[config.mk]
export PLATFORM = sky130hd
export DESIGN_NAME = clint
export DESIGN_NICKNAME = d
export VERILOG_FILES = /design/src/rtl/clint.sv
export SDC_FILE = /design/constraint.sdc
export NUM_CORES = 1
export LEC_CHECK = 0
export CAP_MARGIN = 20
export CORE_UTILIZATION = 40
export CTS_CLUSTER_SIZE = 8
export DETAILED_ROUTE_END_ITERATION = 7
export PLACE_DENSITY = 0.64
export SETUP_SLACK_MARGIN = 0.05
export SYNTH_ARGS = -nofsm -noshare
export SYNTH_HDL_FRONTEND = slang
export SYNTH_SLANG_ARGS = --single-unit
[constraint.sdc]
create_clock -name clk -period 2.75 [get_ports clk]
set_clock_uncertainty 0.2 [all_clocks]
set_input_delay 0.55 -clock clk [delete_from_list [all_inputs] [get_ports clk]]
set_output_delay 0.55 -clock clk [all_outputs]
set_load 0.02 [all_outputs]
[src/rtl/clint.sv]
// CLINT: msip, mtimecmp and mtime registers behind a single-beat valid/ready bus.
// Define CLINT_PRESCALER_EN to advance mtime once every CLK_DIV clocks instead of every clock.
module clint #(
    parameter int unsigned CLK_DIV = 100
) (
    input  logic        clk,
    input  logic        rst,
    input  logic        clint_valid,
    input  logic [31:0] clint_addr,
    input  logic [31:0] clint_wdata,
    input  logic [3:0]  clint_wstrb,
    output logic [31:0] clint_rdata,
    output logic        clint_ready,
    output logic        msip,
    output logic        mtip,
    output logic [63:0] mtime
);

    localparam logic [0:0] IDLE = 1'b0;
    localparam logic [0:0] RESP = 1'b1;

    localparam logic [15:0] ADDR_MSIP      = 16'h0000;
    localparam logic [15:0] ADDR_MTIMECMP0 = 16'h4000;
    localparam logic [15:0] ADDR_MTIMECMP1 = 16'h4004;
    localparam logic [15:0] ADDR_MTIME0    = 16'hBFF8;
    localparam logic [15:0] ADDR_MTIME1    = 16'hBFFC;

    logic [0:0]  state;
    logic        msip_q;
    logic        mtip_q;
    logic [63:0] mtime_q;
    logic [63:0] mtimecmp_q;
    logic [31:0] rdata_q;

    logic        accept;
    logic        wr_en;
    logic [15:0] offs;
    logic [15:0] addr_hi_unused;
    logic        sel_msip;
    logic        sel_cmp_lo;
    logic        sel_cmp_hi;
    logic        sel_time_lo;
    logic        sel_time_hi;
    logic [31:0] rd_val;
    logic        tick;

    function automatic logic [31:0] byte_merge(
        input logic [31:0] old_val,
        input logic [31:0] new_val,
        input logic [3:0]  strb
    );
        logic [31:0] res;
        res = old_val;
        for (int unsigned i = 0; i < 4; i++) begin
            if (strb[i]) begin
                res[8*i +: 8] = new_val[8*i +: 8];
            end
        end
        return res;
    endfunction

    assign offs           = clint_addr[15:0];
    assign addr_hi_unused = clint_addr[31:16];

    assign accept = (state == IDLE) && clint_valid;
    assign wr_en  = accept && (clint_wstrb != 4'b0000);

    always_comb begin
        sel_msip    = 1'b0;
        sel_cmp_lo  = 1'b0;
        sel_cmp_hi  = 1'b0;
        sel_time_lo = 1'b0;
        sel_time_hi = 1'b0;
        case (offs)
            ADDR_MSIP:      sel_msip    = 1'b1;
            ADDR_MTIMECMP0: sel_cmp_lo  = 1'b1;
            ADDR_MTIMECMP1: sel_cmp_hi  = 1'b1;
            ADDR_MTIME0:    sel_time_lo = 1'b1;
            ADDR_MTIME1:    sel_time_hi = 1'b1;
            default: ;
        endcase
    end

    always_comb begin
        rd_val = '0;
        if (sel_msip)    rd_val = {31'd0, msip_q};
        if (sel_cmp_lo)  rd_val = mtimecmp_q[31:0];
        if (sel_cmp_hi)  rd_val = mtimecmp_q[63:32];
        if (sel_time_lo) rd_val = mtime_q[31:0];
        if (sel_time_hi) rd_val = mtime_q[63:32];
    end

`ifdef CLINT_PRESCALER_EN
    logic [15:0] presc_cnt;

    assign tick = (presc_cnt == 16'(CLK_DIV - 1));

    always_ff @(posedge clk) begin
        if (!rst) begin
            presc_cnt <= '0;
        end else if (tick) begin
            presc_cnt <= '0;
        end else begin
            presc_cnt <= presc_cnt + 16'd1;
        end
    end
`else
    logic [15:0] clk_div_unused;

    assign clk_div_unused = 16'(CLK_DIV);
    assign tick           = 1'b1;
`endif

    always_ff @(posedge clk) begin
        if (!rst) begin
            state <= IDLE;
        end else if (accept) begin
            state <= RESP;
        end else begin
            state <= IDLE;
        end
    end

    // Read data is latched on the accepting edge and cleared on every other
    // edge, so it is non-zero only during the single RESP cycle.
    always_ff @(posedge clk) begin
        if (!rst) begin
            rdata_q <= '0;
        end else if (accept) begin
            rdata_q <= rd_val;
        end else begin
            rdata_q <= '0;
        end
    end

    always_ff @(posedge clk) begin
        if (!rst) begin
            msip_q <= 1'b0;
        end else if (wr_en && sel_msip && clint_wstrb[0]) begin
            msip_q <= clint_wdata[0];
        end
    end

    always_ff @(posedge clk) begin
        if (!rst) begin
            mtimecmp_q <= '1;
        end else if (wr_en && sel_cmp_lo) begin
            mtimecmp_q[31:0] <= byte_merge(mtimecmp_q[31:0], clint_wdata, clint_wstrb);
        end else if (wr_en && sel_cmp_hi) begin
            mtimecmp_q[63:32] <= byte_merge(mtimecmp_q[63:32], clint_wdata, clint_wstrb);
        end
    end

    // A bus write to either mtime half suppresses the tick for the whole
    // 64-bit counter on that edge.
    always_ff @(posedge clk) begin
        if (!rst) begin
            mtime_q <= '0;
        end else if (wr_en && sel_time_lo) begin
            mtime_q <= {mtime_q[63:32], byte_merge(mtime_q[31:0], clint_wdata, clint_wstrb)};
        end else if (wr_en && sel_time_hi) begin
            mtime_q <= {byte_merge(mtime_q[63:32], clint_wdata, clint_wstrb), mtime_q[31:0]};
        end else if (tick) begin
            mtime_q <= mtime_q + 64'd1;
        end
    end

    always_ff @(posedge clk) begin
        if (!rst) begin
            mtip_q <= 1'b0;
        end else begin
            mtip_q <= (mtime_q >= mtimecmp_q);
        end
    end

    assign clint_ready = (state == RESP);
    assign clint_rdata = rdata_q;
    assign msip        = msip_q;
    assign mtip        = mtip_q;
    assign mtime       = mtime_q;

endmodule

==> impl_results.md, run 1 <==
- Status: complete, no violations
- First-pass GRT wire length: 60700 um
- Crit-path max cell delay: 0.52 ns
- Initial DRT Pass Iterations: 5
- Layout area overhead: 38.3%
- Hold crit path type: in -> reg
- Setup TNS: 0 ns
- # rows: 57
- Clock power share: 48.3%
- FMAX: 0.377 GHz
- Post-Place Setup Slack: -0.376 ns
- DR WL/cell: 21.3 um
- Core Footprint: 24500 um^2
- Synth warn: 0
- CP endpoint: mtime[34]
- Total die area: 25800 um^2
- FF+latch count, synth: 163
- Worst skew pair latency: 0.43 ns
- Cell area power density: 380 nW/um^2
- R2R Path Start: mtimecmp_q[13]
- Most frequent cells in the layout: buf_4 (182), dfxtp_1 (160), nand2_1 (155), clkdlybuf4s50_1 (150), mux2i_1 (86)
- Worst Reg-to-Reg Cells: 9
- H-tree depth: 4
- CTS tree: done
- ANT nets after route: 0
- Synth area leaders: dfxtp_1 (32%), mux2i_1 (8.6%), ha_1 (8.1%)
- Final Setup Violations: 0
- Num CTS Buffers: 17
- Synth top area share: 32.4%
- 1st-iter DRT viols: 1070
- Worst hold slack: 0.280 ns
- Syn Nets: 1372
- Fin crit share: 96.5%
- Post-DP HPWL: 29700 um
- Leak Pwr: 6.67 nW
- Most Frequent Cell on Critical Path: buf_4
- CTS clk-pin slew, worst paths: 0.07 ns
- Critical path type: in -> reg
- Layout cell share with drive strength beyond 1: 17.6%
- Seq/Total Area, Yosys: 32.4%
- Crit path launch: clint_wstrb[1]
- Overall Global Routing Usage: 30.4%
- Max-cap violations: 0
- Final worst slack: 0.0967 ns
- Placed Cells: 1828
- Antenna diodes: 0
- Routed via count: 11181
- Main synth FF type: dfxtp_1
- Fin. max-slew vios: 0
- Slowest CP cell: clkdlybuf4s50_1
- Root Driver: clkbuf_16
- Crit-path cells: clkdlybuf4s50_1 > nor4_4 > buf_4 > nand2b_2 > buf_4 > nor3_4 > or4_1 > a21o_1 > a21oi_1
- Reg2reg end: mtip
- Vias in the first global route: 10357
- Max IR drop VDD: 0.350 mV
- Clock Sinks: 163
- Slew @ Worst Pin: 0.704 ns
- EDFF count, synth: 0
- Crit end category: flip-flop
- Flop2flop setup slack: 0.11 ns
- Final #Nets: 1665
- WL final: 39800 um
- Synth Instances: 1236
- Drt drc: 0
- Fraction of registers with async set/reset: 0%
- Multi-input gate area: 6320 um^2
- Sw power: 1.31 mW
- Filler instances: 2329
- Part of the power in registers: 44.7%
- Drt via density: 5.99
- Fin cells: 1866
- Yosys cell types: 75
- CP arrival: 2.82 ns
- Routability congestion estimate: 0.931
- Critical path startpoint category: input pin
- Commonest non-fill, non-tap cell in the layout: buf_4
- Mapped Area: 10100 um^2
- Worst-path fanout max: 6
- Unrepaired setup endpoints after global routing: yes
- Min Clock Period, post-route: 2.65 ns
- Rel. slew slack: 52.6%
- Post-layout util: 56.8%
- Die H: 161 um
- I/O Pins: 170
- Antenna violations before repair: 0
- Synth Area per Inst: 8.16 um^2
- Combinational power share: 7.0%
- Cell Int Power: 3.99 mW
- PortBufs: 153
- Grt total ovfl: 0
- FF/Latch Area: 3270 um^2
- Largest net degree at the start of global routing: 52
- Sw frac: 24.8%
- Deepest clock path buffer count: 2
- Worst EP required: 2.91 ns
- Fin. Hold Viols: 0
- Starting Density: 41.1%
- Cell taking the most area after synthesis: dfxtp_1
- Die W: 161 um
critical path: cells and delay by family:
| family | cells | cell delay, ns |
|---|---|---|
| AOI/OAI and AO/OA | 2 | 0.28 |
| and+or+nand+nor | 4 | 1.11 |
| buffers and inverters | 3 | 0.87 |
sequential cells by signal, summed over array words and instances, names as in the netlist:
signal / cells
clint_rdata: 32
clint_ready: 1
mtip: 1
msip: 1
mtime: 64
mtimecmp_q: 64
metrics by stage:
stage,total power [mW],instance area [um^2]
6_report,5.30,13900
5_1_grt,5.42,13900
3_5_place_dp,2.78,13200
4_1_cts,5.31,13800
2_1_floorplan,2.55,10100
3_3_place_gp,2.78,13200
what timing repair did:
action / CTS / global route
buffers inserted: 4 / 1
pin swaps: 2 / 7
hold buffers: 0 / 0
gates resized for setup: 6 / 22
cloned: 0 / 1
setup endpoints to repair: 2 / 51
layer usage:
| metal | GRT usage, % | up-vias | share of wire, % |
|---|---|---|---|
| met5 | 0 | - | 0 |
| met4 | 9.99 | 0 | 2.7 |
| li1 | - | 5169 | - |
| met1 | 43.1 | 5359 | 44 |
| met3 | 4.78 | 78 | 8.6 |
| met2 | 47.0 | 575 | 45 |
cell families (layout without fill, tap and decap cells):
| group | Yosys count | in the layout | synth area share, % |
|---|---|---|---|
| AND/OR/NAND/NOR | 469 | 469 | 23.9 |
| AO/OA/AOI/OAI | 293 | 294 | 19.9 |
| flip-flops | 163 | 163 | 32.4 |
| buffers and inverters | 146 | 451 | 5.75 |
| multiplexers | 95 | 95 | 9.57 |
| adder cells (fa/ha/maj) | 65 | 65 | 8.07 |
| XOR/XNOR | 5 | 5 | 0.434 |
area by class of cell:
cell class,count,share of cell area (%)
multi-input combinational,928,45.4
sequential,163,23.4
timing repair buffer,346,21.9
clock buffer,19,3.18
tap,324,2.91
inverter,73,1.97
clock inverter,13,1.24
worst min path at each step:
stage                    from  slack (ns)  cells after the start              to
5_1_grt                   rst        0.29                      2  mtimecmp_q[60]
3_5_place_dp   mtimecmp_q[38]        0.29                      2  mtimecmp_q[38]
2_1_floorplan  mtimecmp_q[32]        0.26                      2  mtimecmp_q[32]
3_3_place_gp   mtimecmp_q[32]        0.28                      2  mtimecmp_q[32]
4_1_cts                   rst        0.26                      2  mtimecmp_q[60]
6_report                  rst        0.28                      2  mtimecmp_q[60]
cells in the mapped netlist, drive strengths merged (24+ instances only):
library cell / number
and3: 36
mux2i: 87
inv: 73
a32oi: 24
a21o: 27
ha: 65
dfxtp: 163
nand2: 156
nand3: 62
nand4: 42
nor2: 84
buf: 25
o21ai: 29
clkbuf: 48
o211ai: 28
a21oi: 81
power groups by stage:
| stage | registers (mW) | logic, mW | clock network, mW |
|---|---|---|---|
| after floorplan | 2.43 | 0.124 | 0 |
| after global placement | 2.42 | 0.356 | 0 |
| after detailed placement | 2.42 | 0.359 | 0 |
| after CTS | 2.37 | 0.361 | 2.59 |
| after global routing | 2.37 | 0.389 | 2.66 |
| final | 2.37 | 0.373 | 2.56 |
(Power assumes the default switching activity.)
==> run 2: changes to the inputs <==
ABC_AREA = 1   (was default)
PLACE_DENSITY = 0.63   (was 0.64)
==> run 2 against run 1 <==
Against the previous run: worst hold slack worse by 0.021 ns; non-clock buffer count down 54; worst setup slack better by 0.052 ns; wire length up 21%; sequential share of layout area down 1.2 points; critical path depth unchanged; largest cell class unchanged; area after synthesis up 11%.
==> impl_results.md, run 2 <==
- Status: complete, no violations
- Worst Reg-to-Reg Cells: 9
- Fraction of registers with async set/reset: 0%
- CTS clk-pin slew, worst paths: 0.08 ns
- Flop2flop setup slack: 0.15 ns
- Layout area overhead: 31.4%
- Synth area leaders: dfxtp_1 (29%), nand2_1 (16%), inv_1 (8.7%)
- Total die area: 28700 um^2
- Cell area after layout: 14700 um^2
- Synth Area in XOR/XNOR: 1.57%
- Leak Pwr: 7.15 nW
- Final Setup Violations: 0
- FMAX: 0.384 GHz
- 1st-iter DRT viols: 1228
- Top cells by count, synth: nand2_1 (487), inv_1 (258), nor2_1 (208)
- Syn Nets: 1951
- Hold Crit Start: mtimecmp_q[59]
- Yosys cell types: 39
- Post-DP HPWL: 38300 um
- Final #Nets: 2205
- Seq/Total Area, Yosys: 29.2%
- Setup TNS: 0 ns
- Fin. max-slew vios: 0
- FF+latch count, synth: 163
- Reg2reg end: mtime[24]
- Most frequent cell after synthesis: nand2_1
- Core Footprint: 27200 um^2
- Largest net degree at the start of global routing: 79
- Synth Instances: 1815
- Mapped Area: 11200 um^2
- Worst skew pair latency: 0.44 ns
- Synth Area per Inst: 6.17 um^2
- # rows: 60
- Grt total ovfl: 0
- Synth top area share: 29.2%
- Routability congestion estimate: 1.06
- Placed Cells: 2420
- Post-synthesis mux area share: 0%
- Num CTS Buffers: 17
- Placed Area: 14100 um^2
- Cell area power density: 345 nW/um^2
- Worst EP required: 2.93 ns
- Slowest CP cell: nor3_1
- WL final: 48300 um
- Initial DRT Pass Iterations: 5
- First-pass GRT wire length: 73200 um
- Fin. Hold Viols: 0
- Worst-path fanout max: 7
- Deepest clock path buffer count: 2
- Hold crit path type: reg -> reg
- Total power: 5.08 mW
- Clock Sinks: 163
- I/O Pins: 170
- H-tree depth: 4
- Drt via density: 5.39
- WP buf/inv: 1
- Worst hold slack: 0.259 ns
- Synth Area in Compound Gates: 16.8%
- Fin cells: 2454
- Vias in the first global route: 12501
- ANT nets after route: 0
- Unrepaired setup endpoints after global routing: yes
- Simple-gate share of the synthesized area: 34.1%
- R2R Path Start: mtime[6]
- Filler instances: 2852
- Crit-path max cell delay: 0.61 ns
- Antenna diodes: 0
- Starting Density: 41.2%
- Routed via count: 13219
- Slew @ Worst Pin: 0.892 ns
- Critical path startpoint category: flip-flop
- PortBufs: 153
- Critical path type: reg -> reg
- Min Clock Period, post-route: 2.60 ns
- Post-synthesis adder-cell area fraction: 7.27%
- Layout cell share with drive strength beyond 1: 9.32%
- Final worst slack: 0.149 ns
- Synth warn: 0
- Antenna violations before repair: 0
- Post-layout util: 54.1%
- EDFF count, synth: 0
- Max-cap violations: 0
- Rel. slew slack: 40.5%
- Root Driver: clkbuf_16
- Crit end category: flip-flop
- CP arrival: 2.78 ns
- Post-Place Setup Slack: -0.263 ns
- Main synth FF type: dfxtp_1
- DR WL/cell: 19.7 um
- Crit-path cells: nand2_1 > nor2_1 > nand2_1 > nor3_1 > or2_2 > nand3_1 > nand3_1 > nand2_1 > inv_1
- Drt drc: 0
- Hold depth: 2
- Fin crit share: 94.6%
- Crit-path leading delay family: simple AND/OR/NAND/NOR gates
- Max IR drop VDD: 0.296 mV
- Die W: 169 um
- Die H: 169 um
- Most frequent cells in the layout: nand2_1 (487), inv_1 (258), nor2_1 (207), dfxtp_1 (163), clkdlybuf4s50_1 (152)
- Most Frequent Cell on Critical Path: nand2_1
- Cell taking the most area after synthesis: dfxtp_1
- Overall Global Routing Usage: 34.4%
- Hold path endpoint: mtimecmp_q[59]
- Largest family of logic cells by synthesized area: simple AND/OR/NAND/NOR gates
- CTS tree: done
- Commonest non-fill, non-tap cell in the layout: nand2_1
## run 2: changes by cell type in the layout (fill, tap and decap cells not counted), sizes merged, moves of 24 or more
cell / previous run / this run
a21o: 27 / 1
a21oi: 81 / 134
a32oi: 24 / 0
and3: 36 / 0
buf: 195 / 140
inv: 77 / 269
mux2i: 87 / 0
nand2: 156 / 489
nand3: 62 / 140
nor2: 84 / 213
o21ai: 29 / 119
## run 2: what timing repair did
item / in CTS / in global routing
setup endpoints to repair: 0 / 14
hold buffers: 0 / 0
buffers inserted: 0 / 2
resized for setup: 0 / 4
## run 2: report_power, final
| group | leakage [nW] | internal (mW) | switching (mW) | total, mW |
|---|---|---|---|---|
| sequential | 1.32 | 2.36 | 0.00364 | 2.37 |
| clock | 0.267 | 1.21 | 1.17 | 2.38 |
| combinational | 5.57 | 0.138 | 0.196 | 0.335 |
| total | 7.15 | 3.72 | 1.36 | 5.08 |
## run 2: cell type report
type / count / area, um^2 / share of cell area [%]
Multi-Input combinational cell: 1332 / 6700 / 45.5
Clock buffer: 19 / 443 / 3.01
Timing Repair Buffer: 292 / 2730 / 18.6
Tap cell: 372 / 465 / 3.16
Sequential cell: 163 / 3260 / 22.2
Inverter: 263 / 990 / 6.73
Clock inverter: 13 / 118 / 0.799
## run 2: layer usage
metal  share of wire, %  vias up  wire length [um]  track usage (%)
li1                   -     6428                 -                -
met5                  0        -                 0                0
met4                4.9        0              2360             16.9
met2                 43      634             20900             53.6
met3                8.5      111              4110             4.87
met1                 43     6046             20900             46.5
## run 2: tightest hold or removal path, cell delays in order, from the launching register on
cell,delay (ns)
dfxtp_1,0.33
nand2_1,0.05
nand3_1,0.05
## run 2: worst max-delay path by stage
stage / startpoint / to / slack [ns] / depth (start not counted)
global route: clint_addr[15] / mtime[20] / 0.01 / 11
detailed placement: clint_addr[15] / mtime[23] / -0.26 / 13
floorplan: mtime[0] / mtime[36] / 0.55 / 10
global placement: clint_addr[15] / mtime[23] / -0.20 / 13
CTS: mtime[48] / mtime[48] / 0.18 / 1
finish: mtime[6] / mtime[24] / 0.15 / 9
## run 2: logic make-up after synthesis
| group | Yosys count |
|---|---|
| AO/OA/AOI/OAI | 331 |
| flip-flops | 163 |
| buffers and inverters | 320 |
| XOR/XNOR | 20 |
| adder cells (fa/ha/maj) | 65 |
| AND/OR/NAND/NOR | 916 |
